==> config.mk <==
export PLATFORM = sky130hd
export DESIGN_NAME = csr_access_arbiter
export DESIGN_NICKNAME = d
export VERILOG_FILES = /design/src/rtl/csr_pkg.sv /design/src/rtl/rr_arb2.sv /design/src/rtl/csr_access_arbiter.sv
export SDC_FILE = /design/constraint.sdc
export NUM_CORES = 1
export LEC_CHECK = 0
export CAP_MARGIN = 20
export CORE_ASPECT_RATIO = 1.25
export CORE_UTILIZATION = 30
export DETAILED_ROUTE_END_ITERATION = 10
export GPL_TIMING_DRIVEN = 1
export SLEW_MARGIN = 30
export SYNTH_ARGS = -nofsm -noshare
export SYNTH_HDL_FRONTEND = slang
export SYNTH_SLANG_ARGS = --single-unit
==> constraint.sdc <==
create_clock -name i_clk -period 12.8 [get_ports i_clk]
set_clock_uncertainty 0.2 [all_clocks]
set_input_delay 3.2 -clock i_clk [delete_from_list [all_inputs] [get_ports i_clk]]
set_output_delay 3.2 -clock i_clk [all_outputs]
set_load 0.005 [all_outputs]
==> src/rtl/csr_pkg.sv <==
// ---------------------------------------------------------------------------
// csr_pkg
//   Shared definitions for the machine-mode CSR access path: fixed CSR
//   addresses (local machine CSRs and the read-only counters), the CSR
//   operation encoding, the access FSM state encoding, the writable mask
//   for mcountinhibit, and small helpers for address decode and the
//   read-modify-write operation.
//   No ports (package).
// ---------------------------------------------------------------------------
package csr_pkg;

  // Local machine CSRs held inside the arbiter
  localparam logic [11:0] ADDR_MTVEC         = 12'h305;
  localparam logic [11:0] ADDR_MCOUNTINHIBIT = 12'h320;
  localparam logic [11:0] ADDR_MSCRATCH      = 12'h340;
  localparam logic [11:0] ADDR_MEPC          = 12'h341;
  localparam logic [11:0] ADDR_MCAUSE        = 12'h342;

  // Read-only counters served by the neighbouring counter block
  localparam logic [11:0] ADDR_CYCLE         = 12'hC00;
  localparam logic [11:0] ADDR_INSTRET       = 12'hC02;
  localparam logic [11:0] ADDR_CYCLEH        = 12'hC80;
  localparam logic [11:0] ADDR_INSTRETH      = 12'hC82;

  // Only CY (bit 0) and IR (bit 2) of mcountinhibit exist
  localparam logic [31:0] MCOUNTINHIBIT_MASK = 32'h0000_0005;

  // mtvec and mepc are word aligned, their two low bits always read as 0
  localparam logic [31:0] ALIGN4_MASK        = 32'hFFFF_FFFC;

  // CSR operation encoding as it arrives on the request ports
  typedef enum logic [1:0] {
    OP_ILL = 2'b00,
    OP_RW  = 2'b01,
    OP_RS  = 2'b10,
    OP_RC  = 2'b11
  } csr_op_e;

  // Access FSM: accept in IDLE, fetch old value in READ, commit/respond in WRITE
  typedef enum logic [1:0] {
    ST_IDLE  = 2'b00,
    ST_READ  = 2'b01,
    ST_WRITE = 2'b10
  } csr_state_e;

  // True when the address names one of the read-only counters
  function automatic logic isCounterAddr(input logic [11:0] addr);
    return (addr == ADDR_CYCLE)  || (addr == ADDR_INSTRET) ||
           (addr == ADDR_CYCLEH) || (addr == ADDR_INSTRETH);
  endfunction

  // True when the operation has to modify the CSR; RS/RC with a zero
  // operand is a pure read and must stay legal on read-only counters
  function automatic logic needsWrite(input csr_op_e op, input logic [31:0] operand);
    return (op == OP_RW) || (((op == OP_RS) || (op == OP_RC)) && (operand != 32'h0));
  endfunction

  // New CSR value for a read-modify-write operation
  function automatic logic [31:0] applyOp(input csr_op_e op,
                                          input logic [31:0] oldVal,
                                          input logic [31:0] operand);
    logic [31:0] result;
    case (op)
      OP_RW:   result = operand;
      OP_RS:   result = oldVal | operand;
      OP_RC:   result = oldVal & ~operand;
      default: result = oldVal;
    endcase
    return result;
  endfunction

endpackage

==> src/rtl/rr_arb2.sv <==
// ---------------------------------------------------------------------------
// rr_arb2
//   Two-requester round-robin arbiter. Requester 0 is the core pipeline,
//   requester 1 is the debug port. A grant is only ever given to a valid
//   requester, so a grant is itself the handshake and the last-grant flop
//   moves on every grant.
//   Ports:
//     i_clk     core clock
//     i_rst     asynchronous active-high reset
//     i_enable  arbitration allowed this cycle (consumer is idle)
//     i_req     [1:0] request valids, bit 0 = core, bit 1 = debug
//     o_gnt     [1:0] one-hot (or zero) grant
// ---------------------------------------------------------------------------
module rr_arb2 (
  input  logic       i_clk,
  input  logic       i_rst,
  input  logic       i_enable,
  input  logic [1:0] i_req,
  output logic [1:0] o_gnt
);

  // Remembers whether the debug port won the most recent handshake.
  // Resetting it to 1 makes the core the favoured requester after reset.
  logic r_lastDbg;

  // Grant selection: a lone requester always wins; on contention the
  // requester that did not win last time gets the slot.
  always_comb begin
    o_gnt = 2'b00;
    if (i_enable) begin
      if (i_req == 2'b11) begin
        o_gnt = r_lastDbg ? 2'b01 : 2'b10;
      end else begin
        o_gnt = i_req;
      end
    end
  end

  // Pointer update happens only when a handshake takes place, so idle
  // cycles or cycles spent busy never disturb the fairness order.
  always_ff @(posedge i_clk or posedge i_rst) begin
    if (i_rst) begin
      r_lastDbg <= 1'b1;
    end else if (o_gnt != 2'b00) begin
      r_lastDbg <= o_gnt[1];
    end
  end

endmodule

==> src/rtl/csr_access_arbiter.sv <==
// ---------------------------------------------------------------------------
// csr_access_arbiter
//   Machine-mode CSR access path. Arbitrates read-modify-write CSR requests
//   from the core pipeline and the debug port, executes CSRRW/CSRRS/CSRRC on
//   a small local CSR file (mtvec, mcountinhibit, mscratch, mepc, mcause),
//   forwards counter reads to the cycle/instret counter block and drives the
//   counter-inhibit bits back to it. One request is serviced every three
//   cycles: accept (IDLE), fetch old value (READ), commit and respond (WRITE).
//   Ports:
//     i_clk, i_rst                      clock, async active-high reset
//     i_core_req_valid / o_core_req_ready  core request handshake
//     i_core_op, i_core_addr, i_core_wdata core request payload
//     o_core_rsp_valid, o_core_rsp_rdata, o_core_rsp_err  core response pulse
//     i_dbg_* / o_dbg_*                 same set for the debug requester
//     o_cnt_addr                        address into the counter read mux
//     i_cnt_rdata                       counter value for o_cnt_addr
//     o_cnt_inhibit                     [0] stop cycle, [1] stop instret
// ---------------------------------------------------------------------------
module csr_access_arbiter
  import csr_pkg::*;
(
  input  logic        i_clk,
  input  logic        i_rst,

  input  logic        i_core_req_valid,
  output logic        o_core_req_ready,
  input  logic [1:0]  i_core_op,
  input  logic [11:0] i_core_addr,
  input  logic [31:0] i_core_wdata,
  output logic        o_core_rsp_valid,
  output logic [31:0] o_core_rsp_rdata,
  output logic        o_core_rsp_err,

  input  logic        i_dbg_req_valid,
  output logic        o_dbg_req_ready,
  input  logic [1:0]  i_dbg_op,
  input  logic [11:0] i_dbg_addr,
  input  logic [31:0] i_dbg_wdata,
  output logic        o_dbg_rsp_valid,
  output logic [31:0] o_dbg_rsp_rdata,
  output logic        o_dbg_rsp_err,

  output logic [11:0] o_cnt_addr,
  input  logic [31:0] i_cnt_rdata,
  output logic [1:0]  o_cnt_inhibit
);

  // FSM state and the request latched at the handshake
  csr_state_e  r_state;
  logic        r_srcDbg;
  csr_op_e     r_op;
  logic [11:0] r_addr;
  logic [31:0] r_wdata;

  // Old value captured in READ and the commit decision carried into WRITE
  logic [31:0] r_oldVal;
  logic        r_commit;

  // Local machine CSR file
  logic [31:0] r_mtvec;
  logic [31:0] r_mcountinhibit;
  logic [31:0] r_mscratch;
  logic [31:0] r_mepc;
  logic [31:0] r_mcause;

  // Arbitration and decode wires
  logic [1:0]  w_gnt;
  logic        w_arbEnable;
  logic        w_handshake;
  csr_op_e     w_reqOp;
  logic [11:0] w_reqAddr;
  logic [31:0] w_reqWdata;
  logic        w_localHit;
  logic [31:0] w_localVal;
  logic        w_counterHit;
  logic        w_writeReq;
  logic        w_legal;
  logic [31:0] w_readVal;
  logic [31:0] w_newVal;

  // Arbitration is only open in IDLE; holding it shut while reset is
  // asserted keeps both ready outputs at 0 during reset.
  assign w_arbEnable = (r_state == ST_IDLE) && !i_rst;

  rr_arb2 u_arb (
    .i_clk    (i_clk),
    .i_rst    (i_rst),
    .i_enable (w_arbEnable),
    .i_req    ({i_dbg_req_valid, i_core_req_valid}),
    .o_gnt    (w_gnt)
  );

  // The arbiter never grants an idle requester, so ready doubles as the
  // handshake for whichever port it is shown to.
  assign o_core_req_ready = w_gnt[0];
  assign o_dbg_req_ready  = w_gnt[1];
  assign w_handshake      = |w_gnt;

  // Payload of the granted port; the other port's inputs are never looked at.
  always_comb begin
    w_reqOp    = csr_op_e'(i_core_op);
    w_reqAddr  = i_core_addr;
    w_reqWdata = i_core_wdata;
    if (w_gnt[1]) begin
      w_reqOp    = csr_op_e'(i_dbg_op);
      w_reqAddr  = i_dbg_addr;
      w_reqWdata = i_dbg_wdata;
    end
  end

  // Counter block only sees a real address while the old value is being
  // fetched; at all other times its read mux is parked on address 0.
  assign o_cnt_addr = (r_state == ST_READ) ? r_addr : 12'h000;

  // Local CSR read mux. The stored mtvec/mepc/mcountinhibit values are
  // already masked on write, so the read side can return them directly.
  always_comb begin
    w_localHit = 1'b1;
    w_localVal = 32'h0;
    case (r_addr)
      ADDR_MTVEC:         w_localVal = r_mtvec;
      ADDR_MCOUNTINHIBIT: w_localVal = r_mcountinhibit;
      ADDR_MSCRATCH:      w_localVal = r_mscratch;
      ADDR_MEPC:          w_localVal = r_mepc;
      ADDR_MCAUSE:        w_localVal = r_mcause;
      default:            w_localHit = 1'b0;
    endcase
  end

  // Legality: the op must be real, the address mapped, and counters may
  // only be read (RS/RC with a zero operand counts as a read).
  assign w_counterHit = isCounterAddr(r_addr);
  assign w_writeReq   = needsWrite(r_op, r_wdata);
  assign w_legal      = (r_op != OP_ILL) &&
                        (w_localHit || (w_counterHit && !w_writeReq));

  // Old value seen by the requester; an illegal access reports 0.
  always_comb begin
    w_readVal = 32'h0;
    if (w_legal) begin
      w_readVal = w_localHit ? w_localVal : i_cnt_rdata;
    end
  end

  // New value is derived from the old value latched in READ.
  assign w_newVal = applyOp(r_op, r_oldVal, r_wdata);

  // Counter inhibit bits map CY and IR straight onto the counter block.
  assign o_cnt_inhibit = {r_mcountinhibit[2], r_mcountinhibit[0]};

  // Main access FSM with registered responses. The response registers are
  // loaded on the READ->WRITE edge so the pulse lines up with the WRITE
  // cycle, and are cleared again on the following edge. CSR commits happen
  // on the WRITE->IDLE edge, so an asynchronous reset arriving in READ or
  // WRITE drops the transaction without any visible side effect.
  always_ff @(posedge i_clk or posedge i_rst) begin
    if (i_rst) begin
      r_state          <= ST_IDLE;
      r_srcDbg         <= 1'b0;
      r_op             <= OP_ILL;
      r_addr           <= 12'h000;
      r_wdata          <= 32'h0;
      r_oldVal         <= 32'h0;
      r_commit         <= 1'b0;
      r_mtvec          <= 32'h0;
      r_mcountinhibit  <= 32'h0;
      r_mscratch       <= 32'h0;
      r_mepc           <= 32'h0;
      r_mcause         <= 32'h0;
      o_core_rsp_valid <= 1'b0;
      o_core_rsp_rdata <= 32'h0;
      o_core_rsp_err   <= 1'b0;
      o_dbg_rsp_valid  <= 1'b0;
      o_dbg_rsp_rdata  <= 32'h0;
      o_dbg_rsp_err    <= 1'b0;
    end else begin
      o_core_rsp_valid <= 1'b0;
      o_core_rsp_rdata <= 32'h0;
      o_core_rsp_err   <= 1'b0;
      o_dbg_rsp_valid  <= 1'b0;
      o_dbg_rsp_rdata  <= 32'h0;
      o_dbg_rsp_err    <= 1'b0;

      case (r_state)
        ST_IDLE: begin
          if (w_handshake) begin
            r_srcDbg <= w_gnt[1];
            r_op     <= w_reqOp;
            r_addr   <= w_reqAddr;
            r_wdata  <= w_reqWdata;
            r_state  <= ST_READ;
          end
        end

        ST_READ: begin
          r_oldVal <= w_readVal;
          // Only local CSRs can ever be committed: a counter write is illegal
          r_commit <= w_legal && w_writeReq && w_localHit;
          if (r_srcDbg) begin
            o_dbg_rsp_valid  <= 1'b1;
            o_dbg_rsp_rdata  <= w_readVal;
            o_dbg_rsp_err    <= !w_legal;
          end else begin
            o_core_rsp_valid <= 1'b1;
            o_core_rsp_rdata <= w_readVal;
            o_core_rsp_err   <= !w_legal;
          end
          r_state <= ST_WRITE;
        end

        ST_WRITE: begin
          if (r_commit) begin
            case (r_addr)
              ADDR_MTVEC:         r_mtvec         <= w_newVal & ALIGN4_MASK;
              ADDR_MCOUNTINHIBIT: r_mcountinhibit <= w_newVal & MCOUNTINHIBIT_MASK;
              ADDR_MSCRATCH:      r_mscratch      <= w_newVal;
              ADDR_MEPC:          r_mepc          <= w_newVal & ALIGN4_MASK;
              ADDR_MCAUSE:        r_mcause        <= w_newVal;
              default:            r_mscratch      <= r_mscratch;
            endcase
          end
          r_commit <= 1'b0;
          r_state  <= ST_IDLE;
        end

        default: begin
          r_state <= ST_IDLE;
        end
      endcase
    end
  end

endmodule

# Word-level counts from Yosys, hierarchy flattened
# Cells that the tools add are included.
# totals
n_memories	0
elab_cells	93
ff_bits	277
latchBits	0
mem_bits_ro	0
output_inout_bits	84
ramBits	0
# op_classes
n_shift	0
n_mul	0
reduce_logical	28
n_addsub	0
div_mod_pow	0
bitwise_logic	3
n_eq_ne	16
muxes	27
n_lt_le_gt_ge	0
# op_table
cell	n
2-to-1 mux 32 bit	7
case mux 32 bit (5 select lines)	1
case mux 32 bit (3 select lines)	1
== test 12 x 10 -> 1 bit (second input constant)	5
== test 12 bit (second input constant)	4
AND 32 bit	1
inverter 32 bit	1
bitwise OR 32 bit	1
nonzero test 32 bit	1
2-to-1 mux 12 bit	2
AND reduction 3 bit	5
2-to-1 mux 2 bit	5
2-to-1 mux 1 bit	9
== test 2 bit (second input constant)	4
logical AND 1 bit	6
logical OR 1 bit	6
nonzero test 2 bit	3
OR reduction 5 bit	1
== test 2 x 1 -> 1 bit (second input constant)	2
case mux 2 bit (2 select lines)	1
logical NOT 1 bit	3
logical NOT 2 bit	1
!= test 2 bit (second input constant)	1
case mux 1 bit (2 select lines)	1
other kinds (2)	2

# Logic depth before layout (Yosys ltp)
# depth
word_depth	11
depth_mapped	9

# By module
# Synthesis repeated with hierarchy kept, for this count alone.
# hier_totals
hier_cells	1245
hier_area_um2	12453.2
# modules_own_cells
mod	cells_each	area_per_inst_um2	instances
csr_access_arbiter	1236	12386.9	1
rr_arb2	9	66.3	1

# Least setup slack after synthesis
# Ideal clock, no wire load.
# synth_path
path_type	input port to output port
startpoint	input i_rst
endpoint	output o_dbg_req_ready
setup_slack_ns	5.328
stages	5
arrival_ns	4.072
required_ns	9.400
path_cell_list	nor2b_1 -> nand3_1 -> inv_1 -> clkbuf_1 -> clkbuf_1
# synth_between
elab_chain_len	3
# synth_rtl
element	line_no	source
start: declaration	csr_access_arbiter.sv:23	input logic i_rst,
logical NOT 1 bit (no source line)	n/a	
logical AND 1 bit	csr_access_arbiter.sv:83	assign w_arbEnable = (r_state == ST_IDLE) && !i_rst;
2-to-1 mux 2 bit	rr_arb2.sv:30	if (i_enable) begin
end: declaration	csr_access_arbiter.sv:35	output logic o_dbg_req_ready,
# No other way between the ends.

# Worst setup path in the final report
# layout_path
startpoint	input i_rst
endpoint	output o_core_req_ready
# layout_between
elab_chain_len	3
# layout_rtl
element	line_no	source
logical NOT 1 bit (no source line)	n/a	
logical AND 1 bit	csr_access_arbiter.sv:83	
2-to-1 mux 2 bit	rr_arb2.sv:30	
end: declaration	csr_access_arbiter.sv:26	output logic o_core_req_ready,
# No other way between the ends.

==> summary.md <==
| Metric | Value |
|---|---|
| Outcome | finished, final reports clean |
| R2R depth | 8 |
| Initial Util | 30.4% |
| Placed Area | 0.0146 mm^2 |
| Ranking of synthesized cells by area | dfrtp_1, o21ai_0, mux2i_1, nand2_1, a22oi_1 |
| WP data required | 9400 ps |
| Top Ports | 212 |
| Global route total overflow | 0 |
| Area growth, synth to finish | 31.8% |
| Setup Total Neg Slack | 0 ps |
| Clk_lat worst skew | 580 ps |
| Crit path DAT | 5490 ps |
| Crit end category | primary output |
| Final setup viols | 0 |
| Syn nets | 1300 |
| Synthesized area | 0.0119 mm^2 |
| Pre-CTS setup slack | 3900 ps |
| Post-CTS Setup Bufs | 0 |
| Final Util | 40.0% |
| Initial antenna violation count | 2 |
| Count of buffers from port buffering | 211 |
| Top_reg_cell synth | dfrtp_1 |
| Cell area after layout | 0.0157 mm^2 |
| Worst hold margin | 279 ps |
| Pin count of the biggest net entering global routing | 120 |
| Post-synth top area share | 58.1% |
| Full die area | 0.0404 mm^2 |
| Via count | 9419 |
| Slew HR | 40.6% |
| DRC Markers | 0 |
| Reg2reg end | r_oldVal[14] |
| Max-Cap Viols | 0 |
| Synth Warn # | 0 |
| Post-synth EDFFs | 0 |
| Part of the Yosys area used for sequential elements | 58.3% |
| Cell row count | 81 |
| Worst Hold Class | register to register |
| RSZ-0062 raised after global routing | no |
| RR Startpoint | r_wdata[2] |
| Slew @ Worst Pin | 892 ps |
| Mapped Cells | 1168 |
| Reg2Reg Setup Slack | 9530 ps |
| Pwr Density | 170 mW/mm^2 |
| Post-route non-filler standard cell count | 1866 |
| CTS tree | built |
| Bufs on Longest Clock Path | 3 |
| Crit path to | o_core_req_ready |
| Final Max Slew Viols | 0 |
| Worst VDD drop | 0.142 mV |
| CP startpoint | i_rst |
| Number of global-route vias before repair | 9891 |
| Async SR Flop Fraction | 100% |
| Clock slew at reported path FFs | 60 ps |
| Resized cells post-CTS | 0 |
| Startpoint types | primary input |
| Overall routed net length | 36100 um |
| Wire length of the first global-routing pass | 56900 um |
| TritonRoute pass-1 iters | 5 |
| DRT antenna net count | 0 |
| Wirelength per Cell | 19.3 um |
| Post-synth top cells | dfrtp_1, nand2_1, o21ai_0 |
| Final setup margin | 3910 ps |
| Core footprint | 0.0391 mm^2 |
| Clock H-tree levels | 1 |
| Nets | 1478 |
| Synth cell types | 45 |
| Hold Fails Final Rpt | 0 |
| Leakage power | 6.40 nW |
| Die H | 225 um |
| CTS Buf Count | 30 |
| Clk Tree Root Cell | clkbuf_16 |
| Synth area leader | dfrtp_1 |
| Final Total Pwr | 2.67 mW |
| Vias per cell | 5.05 |
| Share of layout cells above drive strength 1 | 7.31% |
| Routability cong. | 0.761 |
| Placed instance count | 1811 |
| Tcrit/Tclk final | 69.4% |
| Classification of the worst setup path | primary input to primary output |
| Chip Width | 180 um |
| HPWL after DPL | 23700 um |
| Initial DRC count | 610 |
| Avg Cell Area, Syn | 10.2 um^2 |
| Cts hold-fix bufs | 0 |
| Most common cell in the netlist | dfrtp_1 |
| #FFs+latches synth | 277 |
| Sink Count | 277 |
| GRT Overall Usage | 18.1% |
| Crit Path Max Fanout | 50 |
| Max Freq | 113 MHz |
| Diode count | 0 |
| Fin crit period | 8890 ps |
## cell type report
type,instances,area [um^2]
multi-input combinational,793,4640
sequential,277,6930
tap,498,623
fill,3867,23500
inverter,9,41.3
timing repair buffer,235,2400
clock inverter,7,109
clock buffer,47,915
## routing by layer
layer  GRT usage, %  share of wire, %  up-vias  wire, um
li1               -                 -     4454         -
met1           23.7                44     4634     15900
met2           30.1                47      284     17000
met3           3.76               6.6       45      2380
met4           5.21               2.1        2       769
met5              0             0.039        -        14
## state kept, by name, indices dropped and copies added (netlist names)
register          flops
r_mtvec              30
r_srcDbg              1
r_wdata              32
r_state               2
o_core_rsp_rdata     32
r_mscratch           32
r_commit              1
o_dbg_rsp_rdata      32
r_oldVal             32
r_mepc               30
o_core_rsp_valid      1
o_core_rsp_err        1
r_addr               12
o_dbg_rsp_err         1
o_dbg_rsp_valid       1
r_mcause             32
r_mcountinhibit       2
u_arb.r_lastDbg       1
r_op                  2
## worst min-delay path by stage
stage | slack (ps) | cells past startpoint | start | endpoint
2_1_floorplan | 230 | 1 | r_srcDbg | o_core_rsp_valid
3_3_place_gp | 260 | 1 | r_srcDbg | o_core_rsp_err
3_5_place_dp | 270 | 2 | r_mscratch[7] | r_mscratch[7]
4_1_cts | 280 | 1 | r_srcDbg | o_core_rsp_err
5_1_grt | 300 | 2 | r_mscratch[13] | r_mscratch[13]
6_report | 280 | 2 | r_mscratch[3] | r_mscratch[3]
## cells in the final DEF, fill, tap and decap left out, types with 3 or more instances in the layout
cell               n
dfrtp_1          275
nand2_1          211
clkdlybuf4s50_1  211
o21ai_0          210
mux2i_1           94
nor2_1            72
a22oi_1           60
clkbuf_16         30
o22ai_1           29
o31ai_1           22
a21oi_1           17
buf_4             13
and2_1            11
clkbuf_8          10
nor4_1             9
o31ai_2            9
clkbuf_1           7
nand4_1            6
buf_8              6
inv_1              5
nor2b_1            4
ha_1               4
inv_2              3
nand3_1            3
buf_16             3
## critical path, cell delays in order
cell and delay [ps]:
clkdlybuf4s50_1 510, nor2b_1 200, nand2_1 110, a21oi_4 110, buf_4 700, clkdlybuf4s50_1 650
## power by group
| part | total [mW] | internal, mW | leakage (nW) | switching [mW] |
|---|---|---|---|---|
| sequential | 1.09 | 0.962 | 3.78 | 0.125 |
| combinational | 0.694 | 0.263 | 2.13 | 0.431 |
| clock | 0.886 | 0.530 | 0.499 | 0.356 |
| total | 2.67 | 1.75 | 6.40 | 0.912 |
## cells by family (layout without fill, tap and decap cells)
group / Yosys count / after routing / share of synthesized area, %
simple gates: 334 / 334 / 11.8
mux: 94 / 94 / 7.92
xor+xnor: 1 / 1 / 0.0737
flops: 277 / 277 / 58.3
buf+inv: 98 / 298 / 3.34
compound gates: 360 / 360 / 18.1
fa+ha+maj: 4 / 4 / 0.421
Power figures use the tool's default switching activity.
